## src/rtl/uart_tx_frame_if.sv

```systemverilog
// Parallel-request / serial-line bundle for the UART frame transmitter.
// The master drives the word and its strobe; the slave returns the line and Busy.
interface uart_tx_frame_if #(
  parameter int DATA_WIDTH = 8
);
  logic [DATA_WIDTH-1:0] P_DATA;
  logic                  Data_Valid;
  logic                  PAR_EN;
  logic                  PAR_TYP;
  logic                  TX_OUT;
  logic                  Busy;

  modport master (
    output P_DATA, Data_Valid, PAR_EN, PAR_TYP,
    input  TX_OUT, Busy
  );

  modport slave (
    input  P_DATA, Data_Valid, PAR_EN, PAR_TYP,
    output TX_OUT, Busy
  );
endinterface

```

## src/rtl/uart_tx_frame.sv

```systemverilog
// UART frame transmitter clocked at the bit rate: start, LSB-first data,
// optional even/odd parity, stop. TX_OUT and Busy come straight from flops.
module uart_tx_frame #(
  parameter int DATA_WIDTH = 8
) (
  input  logic               CLK,
  input  logic               RST,
  uart_tx_frame_if.slave     bus
);
  localparam int CNT_W = $clog2(DATA_WIDTH);
  localparam logic [CNT_W-1:0] LAST_BIT = CNT_W'(DATA_WIDTH - 1);

  typedef enum logic [2:0] {
    IDLE,
    START,
    DATA,
    PARITY,
    STOP
  } state_t;

  state_t                state_q, state_d;
  logic [CNT_W-1:0]      cnt_q, cnt_d;
  logic [DATA_WIDTH-1:0] data_q, data_d;
  logic                  par_en_q, par_en_d;
  logic                  par_typ_q, par_typ_d;
  logic                  tx_q, tx_d;
  logic                  busy_q, busy_d;

  always_comb begin
    state_d   = state_q;
    cnt_d     = cnt_q;
    data_d    = data_q;
    par_en_d  = par_en_q;
    par_typ_d = par_typ_q;

    case (state_q)
      IDLE: begin
        if (bus.Data_Valid) begin
          data_d    = bus.P_DATA;
          par_en_d  = bus.PAR_EN;
          par_typ_d = bus.PAR_TYP;
          state_d   = START;
        end
      end
      START: begin
        cnt_d   = '0;
        state_d = DATA;
      end
      DATA: begin
        if (cnt_q == LAST_BIT) begin
          cnt_d   = '0;
          state_d = par_en_q ? PARITY : STOP;
        end else begin
          cnt_d = cnt_q + 1'b1;
        end
      end
      PARITY:  state_d = STOP;
      STOP:    state_d = IDLE;
      default: state_d = IDLE;
    endcase

    // Outputs are decoded from the next state so the flops present them in the
    // same cycle the state is entered, keeping the line purely registered.
    tx_d   = 1'b1;
    busy_d = 1'b1;
    case (state_d)
      IDLE:    busy_d = 1'b0;
      START:   tx_d   = 1'b0;
      DATA:    tx_d   = data_d[cnt_d];
      PARITY:  tx_d   = (^data_d) ^ par_typ_d;
      STOP:    tx_d   = 1'b1;
      default: busy_d = 1'b0;
    endcase
  end

  always_ff @(posedge CLK) begin
    if (!RST) begin
      state_q   <= IDLE;
      cnt_q     <= '0;
      data_q    <= '0;
      par_en_q  <= 1'b0;
      par_typ_q <= 1'b0;
      tx_q      <= 1'b1;
      busy_q    <= 1'b0;
    end else begin
      state_q   <= state_d;
      cnt_q     <= cnt_d;
      data_q    <= data_d;
      par_en_q  <= par_en_d;
      par_typ_q <= par_typ_d;
      tx_q      <= tx_d;
      busy_q    <= busy_d;
    end
  end

  assign bus.TX_OUT = tx_q;
  assign bus.Busy   = busy_q;
endmodule

```

## src/flat_wrapper.sv

```systemverilog
// flat-port wrapper written by rule: the top's interface ports become plain ports
module uart_tx_frame_flat 
#(
  parameter int DATA_WIDTH = 8
)
  (CLK, RST, bus_P_DATA, bus_Data_Valid, bus_PAR_EN, bus_PAR_TYP, bus_TX_OUT, bus_Busy);
  uart_tx_frame_if #(.DATA_WIDTH(DATA_WIDTH)) bus_i ();
  input  logic CLK;
  input  logic RST;
  input wire logic [$bits(bus_i.P_DATA)-1:0] bus_P_DATA;
  input wire logic [$bits(bus_i.Data_Valid)-1:0] bus_Data_Valid;
  input wire logic [$bits(bus_i.PAR_EN)-1:0] bus_PAR_EN;
  input wire logic [$bits(bus_i.PAR_TYP)-1:0] bus_PAR_TYP;
  output wire logic [$bits(bus_i.TX_OUT)-1:0] bus_TX_OUT;
  output wire logic [$bits(bus_i.Busy)-1:0] bus_Busy;
  assign bus_i.P_DATA = bus_P_DATA;
  assign bus_i.Data_Valid = bus_Data_Valid;
  assign bus_i.PAR_EN = bus_PAR_EN;
  assign bus_i.PAR_TYP = bus_PAR_TYP;
  assign bus_TX_OUT = bus_i.TX_OUT;
  assign bus_Busy = bus_i.Busy;
  uart_tx_frame #(.DATA_WIDTH(DATA_WIDTH)) u_core (.CLK(CLK), .RST(RST), .bus(bus_i));
endmodule
```

## config.mk

```make
export PLATFORM = sky130hd
export DESIGN_NAME = uart_tx_frame_flat
export DESIGN_NICKNAME = d
export VERILOG_FILES = /design/src/rtl/uart_tx_frame_if.sv /design/src/rtl/uart_tx_frame.sv /design/src/flat_wrapper.sv
export SDC_FILE = /design/constraint.sdc
export NUM_CORES = 1
export LEC_CHECK = 0
export CORE_MARGIN = 1.5
export CORE_UTILIZATION = 35
export DETAILED_ROUTE_END_ITERATION = 12
export GPL_TIMING_DRIVEN = 0
export PLACE_DENSITY = 0.58
export SYNTH_ARGS = -nofsm -noshare
export SYNTH_HDL_FRONTEND = slang
export SYNTH_SLANG_ARGS = --single-unit
```

## constraint.sdc

```tcl
create_clock -name CLK -period 4.3 [get_ports CLK]
set_input_delay 0.645 -clock CLK [delete_from_list [all_inputs] [get_ports CLK]]
set_output_delay 0.645 -clock CLK [all_outputs]
set_load 0.005 [all_outputs]
```

==> results.yml, run 1 <==
synthesis:
  synth_cell_types: 29
  synth.top_cells.by_count: "nand2_1, dfxtp_1, a21boi_0, a21oi_1, xnor2_1"
  yosysTopAreaCell: "dfxtp_1"
  syn_area_per_cell_um2: 9.46
  async_flop_share: 0
  synthFlopType: "dfxtp_1"
  synth_edf_count: 0
  yosysTopAreaCellShare: 0.328
  yosysSeqAreaShare: 0.328
  synth-seq-cells: 18
  synthCells: 116
  synth_area_leaders: "dfxtp_1, mux4_1, nand2_1"
  syn_nets: 131
  synth_warnings: 0
  synth_most_common_cell: "nand2_1"
  syn-cell-area_um2: 1100
clock_tree:
  cts_tree: "done"
  path_clk_slew_ps: 110
  cts-buffers-inserted: 3
  cts_buffer_depth: 2
  cts_setup_buffers: 0
  cts_resized: 0
  cts_hold_buf: 0
  clockRootBuffer: "clkbuf_4"
  clock-sinks: 18
  insertion_delay_ps: 300
  htree_levels: 1
global_routing:
  grt_pass1_wl_um: 3760
  grt_antenna_before_repair: 0
  grt_pass1_vias: 840
  grt_max_degree: 11
  gr-total-overflow: 0
  grtUsageTotal: 0.147
setup_path:
  arrival_ps: 2660
  end_kind: "flop"
  crit_fanout: 6
  cpMaxStageDelayCell: "mux4_1"
  start_kind: "input pin"
  critical_path_class: "in2reg"
  cp_slowest_stage_delay_ps: 630
  required_ps: 4510
  path_cells: "clkdlybuf4s50_1 -> nor4b_4 -> mux4_1 -> mux2i_1 -> mux2i_1 -> a21o_1"
  critPathMostFrequentCell: "mux2i_1"
power:
  ir_worst_vdd_mv: 0.158
  p_leak_nw: 0.536
  pwr-share-seq: 0.466
  switchingPower_mw: 0.110
  power_frac_comb: 0.265
  p_int_mw: 0.287
  swShare: 0.277
  cellPowerDensity_nw_per_um2: 302
  pwr-share-clk: 0.268
die:
  ioPinCount: 15
  die_w_um: 59.0
  core_area_um2: 3000
  dieArea_um2: 3480
  rows: 20
  start_util: 0.365
  die_h_um: 59.0
sta:
  fin_crit_sh: 0.570
  finalHoldViolCount: 0
  setup_violations: 0
  skew_ps: 6.13
  fin_crit_ps: 2450
  final_max_slew_viol_count: 0
  tightestPinTransition_ps: 501
  setup_ws_ps: 1850
  slew_headroom: 0.664
  fin_hold_ws_ps: 483
  tns_ps: 0
  rsz0062_at_grt: "false"
  fmax_ghz: 0.408
detailed_routing:
  routed_via_density: 5.30
  routedWlPerCell_um: 13.8
  dr.pass1.iters: 4
  final_antenna_net_count: 0
  wl_um: 2300
  vias: 885
  drc: 0
  drt_iter0_markers: 27
place:
  place_hpwl_um: 1750
  gp_congestion: 0.803
  post-place-ws_ps: 1500
  io_buffers: 14
hold_path:
  hp-class: "reg2reg"
layout:
  area_growth_pct: 19.8
  diodes: 0
  nets: 150
  drive_gt1_frac: 0.0597
  fillCellCount: 309
status:
  status: "completed"
flow_run:
  cap_violations: 0
## final timing paths
path                            slack, ps  cells past startpoint                          from                           end
worst max-delay path                 1850                      6                bus_Data_Valid  u_core.bus.TX_OUT$_SDFF_PN1_
worst min-delay path                  480                      2   u_core.par_typ_q$_SDFF_PN0_   u_core.par_typ_q$_SDFF_PN0_
worst max register to register       2220                      6  u_core.state_q[1]$_SDFF_PN0_  u_core.bus.TX_OUT$_SDFF_PN1_
worst min register to register        480                      2   u_core.par_typ_q$_SDFF_PN0_   u_core.par_typ_q$_SDFF_PN0_
## layer usage
metal,wire [um],vias to the layer above,track usage
li1,-,444,-
met1,992,411,0.163
met2,1160,28,0.271
met3,128,2,0.0459
met4,17,0,0.0325
met5,0,-,0
## logic make-up after synthesis
group,share of synthesized area
xor+xnor,0.129
simple gates,0.186
mux,0.141
fa+ha+maj,0.0228
flops,0.328
buf+inv,0.0388
compound gates,0.154
## flip-flops by register name, indices dropped and copies added, names as in the netlist
register / cells
u_core.cnt_q: 3
u_core.par_en_q: 1
u_core.bus.TX_OUT: 1
u_core.state_q: 3
u_core.par_typ_q: 1
u_core.bus.Busy: 1
u_core.data_q: 8
## placed cells by master, fill, tap and decap left out
cell type and instances:
o21ai_1 1, xnor3_1 2, o2111ai_1 1, nand3_1 2, nor2b_1 3, a221oi_2 1, nand4b_1 1, ha_1 2
inv_1 4, nand2_1 25, and2_1 1, nor4b_4 1, a21o_1 2, xor2_1 4, nor2_1 1, mux2i_1 5
xnor2_1 7, nor3_1 3, clkdlybuf4s50_1 14, nor3b_1 1, clkbuf_1 3, o21ai_0 2, clkbuf_4 3, clkbuf_8 1
and2b_1 1, buf_2 1, a21boi_0 10, a21oi_1 8, dfxtp_1 18, mux4_1 4, nor4b_1 1, buf_6 1
## layout make-up
cell class | count | area [um^2] | area share
clock buffers | 4 | 36.3 | 0.0276
inverters | 4 | 15.0 | 0.0114
multi-input cells | 89 | 694 | 0.528
repair buffers | 14 | 140 | 0.107
plain buffers | 5 | 27.5 | 0.0209
flip-flops and latches | 18 | 360 | 0.274
well taps | 33 | 41.3 | 0.0314
## critical path: cells and delay by family
| kind | cells | cell delay, ps |
|---|---|---|
| simple gates | 1 | 460 |
| compound gates | 1 | 160 |
| buf+inv | 1 | 540 |
| mux | 3 | 850 |
## power groups by stage
stage / logic, mW / registers (mW) / clock network, mW
final: 0.105 / 0.185 / 0.107
after global routing: 0.115 / 0.187 / 0.117
after CTS: 0.107 / 0.185 / 0.109
after detailed placement: 0.106 / 0.189 / 0
after global placement: 0.105 / 0.189 / 0
after floorplan: 0.0747 / 0.187 / 0
## through the flow
| stage | area (um^2) | cells | util | power (mW) |
|---|---|---|---|---|
| after floorplan | 1100 | 116 | - | 0.262 |
| after global placement | 1280 | 163 | 0.426 | 0.294 |
| after detailed placement | 1280 | 163 | 0.426 | 0.296 |
| after CTS | 1320 | 167 | 0.438 | 0.402 |
| after global routing | 1320 | 167 | 0.438 | 0.420 |
| final | 1320 | 167 | 0.438 | 0.398 |
(Power assumes the default switching activity.)
==> run 2, diff against run 1 <==
--- a/config.mk
+++ b/config.mk
@@ -9,7 +9,7 @@
 export CORE_UTILIZATION = 35
 export DETAILED_ROUTE_END_ITERATION = 12
 export GPL_TIMING_DRIVEN = 0
-export PLACE_DENSITY = 0.58
+export PLACE_DENSITY = 0.6
 export SYNTH_ARGS = -nofsm -noshare
 export SYNTH_HDL_FRONTEND = slang
 export SYNTH_SLANG_ARGS = --single-unit
==> constraint.sdc (replaced) <==
create_clock -name CLK -period 2.2 [get_ports CLK]
set_input_delay 0.33 -clock CLK [delete_from_list [all_inputs] [get_ports CLK]]
set_output_delay 0.33 -clock CLK [all_outputs]
set_load 0.005 [all_outputs]
==> run 2 against run 1 <==
Against the previous run:
- final area is 1.7% higher
- global-route usage is 0.44 points higher
- critical endpoint unchanged
- via count is 0.56% lower
- worst setup slack worse by 1700 ps
- power is 96% higher
- sequential share of layout area is 0.46 points lower
- highest routed layer unchanged
- die area stayed put
- core utilization is 0.75 points higher
- clock power is 93% higher
- non-clock buffer count is 1 higher
- clock skew is 1.9 ps lower
- largest cell class unchanged
==> results.yml, run 2 (synthesis results as in run 1) <==
detailed_routing:
  final_antenna_net_count: 0
  drc: 0
  routed_via_density: 5.24
  dr.pass1.iters: 4
  wl_um: 2230
  routedWlPerCell_um: 13.3
  vias: 880
  drt_iter0_markers: 32
global_routing:
  grtUsageTotal: 0.151
  grt-busiest-layer: "met2"
  grt_antenna_before_repair: 0
  use_met2: 0.259
  gr-total-overflow: 0
  grt_max_degree: 11
  met1_usage: 0.178
  grt_pass1_vias: 897
  use_met3: 0.0262
  grt_pass1_wl_um: 3950
setup_path:
  critical_path_class: "in2reg"
  r2r_cells: 7
  required_ps: 2400
  r2r_end: "u_core.bus.TX_OUT$_SDFF_PN1_"
  ff2ff_setup_slack_ps: 170
  start_kind: "input pin"
  crit_fanout: 6
  end_kind: "flop"
  arrival_ps: 2280
  reg2reg_from: "u_core.cnt_q[1]$_SDFF_PN0_"
layout:
  area_growth_pct: 21.9
  regMostFlops: "u_core.data_q"
  fillCellCount: 305
  final_area_um2: 1340
  drive_gt1_frac: 0.0741
  final_common_cell: "nand2_1"
  multi_input_area_um2: 709
  nets: 151
  layout_common_cells: "nand2_1, dfxtp_1, clkdlybuf4s50_1"
  top_regs: "u_core.data_q x8, u_core.cnt_q x3, u_core.state_q x3"
  largest_reg_flops: 8
  diodes: 0
  regArea_um2: 360
hold_path:
  holdPathEnd: "u_core.par_typ_q$_SDFF_PN0_"
  hold_depth: 2
  min_from: "u_core.par_typ_q$_SDFF_PN0_"
  hp-class: "reg2reg"
die:
  die_w_um: 59.0
  dieArea_um2: 3480
  die_h_um: 59.0
  ioPinCount: 15
  core_area_um2: 3000
  start_util: 0.365
  rows: 20
sta:
  fin_crit_ps: 2080
  fin_hold_ws_ps: 481
  tightestPinTransition_ps: 457
  fin_crit_sh: 0.946
  finalHoldViolCount: 0
  skew_ps: 4.24
  rsz0062_at_grt: "false"
  fmax_ghz: 0.480
  slew_headroom: 0.696
  final_max_slew_viol_count: 0
  setup_violations: 0
power:
  ir_worst_vdd_mv: 0.241
  cellPowerDensity_nw_per_um2: 582
  p_leak_nw: 0.542
  p_total_mw: 0.778
flow_run:
  cap_violations: 0
clock_tree:
  path_clk_slew_ps: 110
  htree_levels: 1
  cts_buffer_depth: 2
  clockRootBuffer: "clkbuf_4"
  clock-sinks: 18
  cts_tree: "done"
  cts_hold_buf: 0
  cts-buffers-inserted: 3
  insertion_delay_ps: 290
place:
  place_hpwl_um: 1730
  io_buffers: 14
  gp_congestion: 0.933
  placed_cell_area_um2: 1280
status:
  status: "completed"
run 2: cell count changes in the layout (fill, tap and decap cells not counted), sizes merged:
cell and delta:
buf +1
run 2: worst max-delay path: stages:
cell and delay (ps):
clkdlybuf4s50_1 550, nor4b_4 220, buf_4 200, mux4_1 560, mux2i_1 160, mux2i_1 110
a21o_1 160
run 2: layout make-up:
| cell class | instances | share of cell area |
|---|---|---|
| buffer | 5 | 0.0206 |
| clock buffer | 4 | 0.0271 |
| inverter | 4 | 0.0112 |
| multi-input combinational | 89 | 0.530 |
| sequential | 18 | 0.269 |
| tap | 33 | 0.0309 |
| timing repair buffer | 15 | 0.110 |
run 2: power breakdown:
part / switching (mW) / internal (mW)
Combinational: 0.0931 / 0.118
Clock: 0.105 / 0.101
Sequential: 0.0155 / 0.347
Total: 0.213 / 0.565
run 2: how the worst max path moves through the flow:
stage	start	end	slack (ps)	cells past startpoint
2_1_floorplan	u_core.state_q[1]$_SDFF_PN0_	u_core.bus.TX_OUT$_SDFF_PN1_	300	6
3_3_place_gp	bus_Data_Valid	u_core.bus.TX_OUT$_SDFF_PN1_	-290	6
3_5_place_dp	bus_Data_Valid	u_core.bus.TX_OUT$_SDFF_PN1_	-310	6
4_1_cts	u_core.cnt_q[0]$_SDFF_PN0_	u_core.bus.TX_OUT$_SDFF_PN1_	70	7
5_1_grt	u_core.cnt_q[0]$_SDFF_PN0_	u_core.bus.TX_OUT$_SDFF_PN1_	6	7
6_report	bus_Data_Valid	u_core.bus.TX_OUT$_SDFF_PN1_	120	7
run 2: metal layers:
metal  part of all wire  wire length, um
met1               0.44              989
met3              0.034               76
met2               0.50             1120
met5                  0                0
met4              0.021               46
run 2: repair_timing:
action	in CTS	in global routing
setup endpoints to repair	1	1
gates resized for setup	0	2
buffers inserted	1	0
run 2: through the flow:
stage	setup TNS [ps]	utilization	setup slack [ps]	cells
after global routing	0	0.445	5.76	168
final	0	0.445	118	168
after floorplan	0	-	295	116
after global placement	-292	0.426	-292	163
after detailed placement	-311	0.426	-311	163
after CTS	0	0.440	67.9	168
